===== src/rtl/rr_arbiter_dec.sv =====
// rr_arbiter_dec: round-robin arbiter, highest index first.
// Registered one-hot grant, binary index and valid; hold limit.
module rr_arbiter_dec #(
  parameter int N        = 10,
  parameter int IDXW     = 4,
  parameter int MAX_HOLD = 8
) (
  input  logic            clk,
  input  logic            rst,
  input  logic [N-1:0]    req,
  output logic [N-1:0]    grant,
  output logic [IDXW-1:0] grant_idx,
  output logic            grant_valid
);

  localparam int HCW =
    (MAX_HOLD > 1) ? $clog2(MAX_HOLD) : 1;
  localparam logic [HCW-1:0] HLIM =
    HCW'((MAX_HOLD > 0) ? MAX_HOLD - 1 : 0);
  localparam logic [IDXW-1:0] LAST = IDXW'(N - 1);
  localparam bit HOLD_ON = (MAX_HOLD != 0);

  typedef enum logic {
    IDLE,
    BUSY
  } state_t;

  state_t          state;
  state_t          nstate;
  logic [IDXW-1:0] owner;
  logic [IDXW-1:0] nowner;
  logic [IDXW-1:0] ptr;
  logic [IDXW-1:0] nptr;
  logic [HCW-1:0]  hcnt;
  logic [HCW-1:0]  nhcnt;

  logic [N-1:0]    own_oh;
  logic [N-1:0]    others;
  logic [N-1:0]    cand;
  logic            own_req;
  logic            any_oth;
  logic            tmo;

  logic            found;
  logic [IDXW-1:0] win;
  int              sj;

  logic [N-1:0]    ngrant;
  logic [IDXW-1:0] nidx;
  logic            nvalid;

  // Split requests into owner and competitors; flag hold expiry.
  always_comb begin
    own_oh  = N'(1) << owner;
    others  = req & ~own_oh;
    own_req = |(req & own_oh);
    any_oth = |others;
    cand    = (state == BUSY) ? others : req;
    tmo     = HOLD_ON && (hcnt == HLIM) && any_oth;
  end

  // Walk ptr, ptr-1, ... wrapping below 0 to N-1; first hit wins.
  always_comb begin
    found = 1'b0;
    win   = '0;
    sj    = 0;
    for (int k = 0; k < N; k++) begin
      sj = int'(ptr) - k;
      if (sj < 0) sj = sj + N;
      if (!found && cand[sj]) begin
        found = 1'b1;
        win   = IDXW'(sj);
      end
    end
  end

  // Next state: new grant, release, pre-emption or hold.
  always_comb begin
    nstate = state;
    nowner = owner;
    nptr   = ptr;
    nhcnt  = hcnt;
    unique case (state)
      IDLE: begin
        if (found) begin
          nstate = BUSY;
          nowner = win;
          nptr   = (win == '0) ? LAST : win - 1'b1;
          nhcnt  = '0;
        end
      end
      BUSY: begin
        if (!own_req || tmo) begin
          if (found) begin
            nowner = win;
            nptr   = (win == '0) ? LAST : win - 1'b1;
            nhcnt  = '0;
          end else begin
            nstate = IDLE;
            nowner = '0;
            nhcnt  = '0;
          end
        end else if (any_oth) begin
          if (hcnt != HLIM) nhcnt = hcnt + 1'b1;
        end else begin
          nhcnt = '0;
        end
      end
      default: nstate = IDLE;
    endcase
  end

  // Output decode of the next owner, registered below.
  always_comb begin
    nvalid = (nstate == BUSY);
    nidx   = '0;
    ngrant = '0;
    unique case (1'b1)
      nvalid: begin
        nidx   = nowner;
        ngrant = N'(1) << nowner;
      end
      default: ;
    endcase
  end

  // State and output registers, cleared asynchronously.
  always_ff @(posedge clk or posedge rst) begin
    if (rst) begin
      state       <= IDLE;
      owner       <= '0;
      ptr         <= LAST;
      hcnt        <= '0;
      grant       <= '0;
      grant_idx   <= '0;
      grant_valid <= 1'b0;
    end else begin
      state       <= nstate;
      owner       <= nowner;
      ptr         <= nptr;
      hcnt        <= nhcnt;
      grant       <= ngrant;
      grant_idx   <= nidx;
      grant_valid <= nvalid;
    end
  end

`ifndef SYNTHESIS
  a_onehot: assert property (
    @(posedge clk) $onehot0(grant));
  a_valid: assert property (
    @(posedge clk) grant_valid == (grant != '0));
  a_range: assert property (
    @(posedge clk) int'(grant_idx) < N);
  a_match: assert property (
    @(posedge clk) !grant_valid || grant[grant_idx]);
`endif

endmodule


===== config.mk =====
export PLATFORM = sky130hd
export DESIGN_NAME = rr_arbiter_dec
export DESIGN_NICKNAME = d
export VERILOG_FILES = /design/src/rtl/rr_arbiter_dec.sv
export SDC_FILE = /design/constraint.sdc
export NUM_CORES = 1
export LEC_CHECK = 0
export ABC_CLOCK_PERIOD_IN_PS = 5160
export CORE_MARGIN = 2
export CORE_UTILIZATION = 61
export CTS_CLUSTER_SIZE = 24
export DETAILED_ROUTE_END_ITERATION = 10
export PLACE_DENSITY = 0.93
export SETUP_SLACK_MARGIN = 0.2
export SLEW_MARGIN = 20
export SYNTH_ARGS = -nofsm -noshare
export SYNTH_HDL_FRONTEND = slang
export SYNTH_SLANG_ARGS = --single-unit

===== constraint.sdc =====
create_clock -name clk -period 5.16 [get_ports clk]
set_input_delay 0.774 -clock clk [delete_from_list [all_inputs] [get_ports clk]]
set_output_delay 0.774 -clock clk [all_outputs]
set_load 0.02 [all_outputs]

Yosys cells after proc, flatten, opt, wreduce, memory -nomap -nowiden:

Cells that the tools add are included.

* input port bits: 12
* register bits: 26

* bitwise logic cells: 4
* add/sub/neg operators: 21
* mux-type cells: 79
* reductions and logical operators: 25
* equal/unequal tests: 5
* shift-type cells: 2
* order comparisons: 20

Operator list (number)
* < comparator 32 x 6 -> 1 bit, second input constant: 10
* two-way mux 32 bit: 9
* two-way mux 4 bit: 17
* adder 5 x 5 -> 6 bit, second input constant: 9
* < comparator 5 x 1 -> 1 bit, second input constant: 9
* binary-select mux 1 bit (select 4 bit): 10
* two-way mux 1 bit: 32
* bitwise AND 10 bit: 2
* two-way mux 10 bit: 2
* OR reduction 10 bit: 2
* << shifter 1 x 4 -> 10 bit, first input constant: 2
* subtractor 4 x 3 -> 5 bit, second input constant: 4
* one-hot mux 4 bit (2 select lines): 2
* two-way mux 3 bit: 4
* logical AND 1 bit: 10
* logical NOT 1 bit: 10
* inverter 10 bit: 1
* subtractor 4 x 2 -> 5 bit, second input constant: 2
* subtractor 4 x 4 -> 5 bit, second input constant: 2
* one-hot mux 3 bit (2 select lines): 1
* adder 4 x 4 -> 5 bit, second input constant: 1
* two-way mux 5 bit: 1
* subtractor 4 x 1 -> 5 bit, second input constant: 1
* logical NOT 4 bit: 1
* 12 further kinds: 12

Depth between registers and ports, before layout:

* depth after elaboration: 40
* depth in mapped cells: 20
* depth with buffers taken out: 17

Worst setup path before layout:

OpenSTA, ideal clock, no wires.

* path kind: reg2reg
* start: reg ptr[0]
* end: reg grant[9]
* setup slack: 0.644 ns
* period minus slack after synthesis: 4.516 ns
* setup time: 0.120 ns
* required time: 5.040 ns
* data arrival time: 4.397 ns
* stages on the path, launching flop included: 20
* path buffers: 3
* cell sequence: dfstp_2 -> inv_1 -> clkbuf_1 -> buf_1 -> ha_1 -> buf_1 -> xor2_1 -> ha_1 -> nand3_1 -> o211ai_1 -> mux2i_1 -> a222oi_1 -> a22oi_1 -> nand4b_4 -> nor4_2 -> or2_2 -> nand2_1 -> a21boi_4 -> inv_2 -> and3_1

* longest elaborated chain between the ends: 38
* elaborated cells between the ends (all ways): 116
* those cells by class: add/sub (19); order compare (10); shift (1); mux (68); reduce/logical (18)

RTL lines
* start: declaration: line 32 `logic [IDXW-1:0] ptr;`
* start signal: assignment: line 140 `ptr <= nptr;`
* branches (longest 35 deep; another with adder 5 x 5 -> 6 bit)
* one-hot mux 4 bit (2 select lines) *: line 83 `unique case (state)`
* via nowner[0]: line 31 `logic [IDXW-1:0] nowner;`
* << shifter 1 x 4 -> 10 bit *: line 121 `ngrant = N'(1) << nowner;`
* two-way mux 10 bit *: line 118 `unique case (1'b1)`
* via ngrant[9]: line 48 `logic [N-1:0] ngrant;`
* end signal: assignment: line 142 `grant <= ngrant;`
* end: declaration: line 11 `output logic [N-1:0] grant,`

Mark *: on every way through the listed nets, which the timed path passes. The select of a mux whose other input is x is not followed.
A chain may end at the register's enable or synchronous reset.

Worst setup path after layout:

* start: reg ptr[0]
* end: reg grant[3]

* longest elaborated chain between the ends: 38
* elaborated cells between the ends (all ways): 116
* those cells by class: add/sub (19); order compare (10); shift (1); mux (68); reduce/logical (18)

RTL lines (line)
* branches (longest 37 deep; another with adder 5 x 5 -> 6 bit)
* two-way mux 10 bit *: 118
* via ngrant[3]: 48

Marks and branches as above.

==> impl_results.md <==
- Status: complete, no violations
- Critical path endpoint category: flop
- Critical Path Fanout Max: 12
- Top-count cell post-synth: nor2_1
- H-tree lvl count: 1
- HP Class: flop to flop
- Slowest CP cell: dfstp_2
- Area leader, netlist: dfrtp_1
- Gr ovfl total: 0
- Worst-case clock buffer depth: 2
- Die Y: 85.3 um
- DR WL/cell: 23.0 um
- CTS tree: done
- # clock sinks: 26
- I/O pins: 27
- EDFF count, synth: 0
- Routed Antenna Nets: 0
- Final net count: 550
- RSZ-0062 raised after global routing: true
- Critical path arrival: 4.96 ns
- Hold depth: 1
- Area contributors post-synth: dfrtp_1, ha_1, mux2i_1
- Synthesis Warnings: 0
- Minimum clock period after layout: 4.75 ns
- Worst path depth: 16
- Clock transition at path regs: ~0.1 ns
- Sequential fraction of the synthesis area: 0.162
- Post-route insts no fill: 593
- CTS root buf: clkbuf_8
- First-pass GRT wire length: 21.4 mm
- Worst skew pair latency: 0.27 ns
- Pre-antenna DRT Iters: 6
- Post-synthesis compound-gate area fraction: 0.322
- Placed insts: between 500 and 600
- Worst rel slew slack: 0.300
- Die width: ~85 um
- Fin Hold WS: 0.546 ns
- Avg Vias per Cell: about 7.5
- Least-Margin Pin Slew: 1.04 ns
- Crit share post-route: 0.921
- Largest family of logic cells by synthesized area: compound AO/OA/AOI/OAI gates
- Core area: 6390 sq um
- Post-synth top area share: 0.149
- Final Setup Violations: 0
- Initial antenna violation count: 0
- Starting DRT DRC Count: 517
- CTS buffer count: 3
- DP HPWL: 10.3 mm
- Worst path required time: 5.36 ns
- Post-synth ARST share: 1.00
- Critical path class: flop to flop
- DRC: 0
- Max Clock Freq: 0.210 GHz
- Number of library cell types mapped by synthesis: 87
- Slowest stage delay, CP: 0.56 ns
- Cell Rows: 29
- Cell depth of the worst flop-to-flop path: 16
- Vias after detailed routing: around 4400
- Share of layout cells above drive strength 1: 0.110
- Die area: 7280 sq um
- Flops & latches, synth: 26
- Post-Syn Instances: 499
- Critical path launch point type: flop
- Total Negative Setup Slacks: 0 ns
- Post-Route WL: 13.6 mm
- GRT Total Usage: 0.370
- Vias in the first global route: slightly above 4000
- Initial Util: 0.631
- Slew Limit Fails: 0
- Clock skew: 0.00208 ns
- Crit-path cells: inv_1 -> ha_1 -> clkinv_1 -> ha_1 -> nand3_1 -> o211ai_1 -> mux2i_1 -> a222oi_1 -> a22oi_2 -> nand4b_4 -> nor4_2 -> or2_2 -> a22oi_2 -> buf_4 -> buf_4 -> nor3_2
- Xor/xnor share of the synthesized area: 0.0478
- Syn-to-layout area delta: 10.6%
- Commonest cells post-synth: nor2_1, a21oi_1, nand2_1
- Final hold vios: 0
- Mean post-synth cell area: 8.08 sq um
- ANT cells: 0
- Post-synthesis mux area share: 0.101
- IO Port Bufs: 26
- Adder-cell share of the synthesized area: 0.0652
- Gpl congestion: 1.02
- Netlist Area Pre-Place: 4030 sq um
- Syn nets: 532
- Crit path buf inv count: 4
- Max Cap Viol: 0
- Simple-gate share of the synthesized area: 0.246
- Crit path max-delay family: simple AND/OR/NAND/NOR gates
- Predominant post-synthesis flop cell: dfrtp_1
- Pin count of the biggest net entering global routing: 33
## area by class of cell
type | instances | area [sq um]
fill | 510 | 1930
sequential | 26 | 654
timing repair buffer | 42 | 380
tap | 77 | 96.3
clock buffer | 3 | 41.3
multi-input combinational | 420 | 3170
inverter | 24 | 90.1
clock inverter | 1 | 30.0
## path summary, 6_finish.rpt
check	startpoint	endpoint	slack (ns)
setup reg to reg	ptr[0]	grant[3]	0.41
min in group asynchronous	rst	state	0.87
hold reg to reg	hcnt[0]	hcnt[0]	0.55
setup / recovery	ptr[0]	grant[3]	0.41
hold / removal	hcnt[0]	hcnt[0]	0.55
max in group asynchronous	rst	ptr[2]	3.89
## per-stage QoR
stage,setup slack (ns),utilization,instance area (sq um)
2_1_floorplan,0.644,-,4030
3_5_place_dp,0.376,0.682,4350
3_3_place_gp,0.497,0.682,4350
5_1_grt,0.136,0.698,4460
6_report,0.406,0.698,4460
4_1_cts,0.267,0.693,4420
## sequential cells by signal, indices dropped and copies added, names as in the netlist
| name | count |
|---|---|
| grant | 10 |
| grant_idx | 4 |
| owner | 4 |
| hcnt | 3 |
| ptr | 4 |
| state | 1 |
## placed cells by master (no fill, tap or decap), types with 7 or more instances in the layout
cell type	netlist	layout
nor2_1	42	42
a21oi_1	28	28
nand2_1	26	26
clkdlybuf4s50_1	0	26
mux2i_1	25	25
dfrtp_1	24	23
ha_1	21	21
inv_1	20	19
o211ai_1	19	19
xnor2_1	17	17
buf_4	0	16
o21ai_0	15	15
nor3_1	10	10
nand3_1	10	10
nor4_1	10	10
nor3b_1	9	9
nor2b_1	9	9
a31oi_1	8	8
o22ai_1	8	8
nand2b_1	7	7
nand3b_1	7	7
## kinds of logic after synthesis
group                    count (synthesis)
flip-flops                              26
buffers and inverters                   53
multiplexers                            34
adder cells (fa/ha/maj)                 21
XOR/XNOR                                22
AND/OR/NAND/NOR                        174
AO/OA/AOI/OAI                          169
## what timing repair did
action / 4_1_cts / 5_1_grt
setup endpoints to repair: 0 / 15
buffers inserted: 0 / 3
hold buffers: 0 / 0
endpoints found under the hold margin: 0 / 0
resized for setup: 0 / 4
## metal layers
layer  vias up  track usage  part of all wire
met2       304        0.623              0.46
met5         -            0                 0
met1      2079        0.478              0.39
li1       1971            -                 -
met3        71       0.0379             0.087
met4         0        0.166             0.058
Power is not shown: default switching activity piles up to over one toggle a cycle in this logic, so the estimate is an artifact.
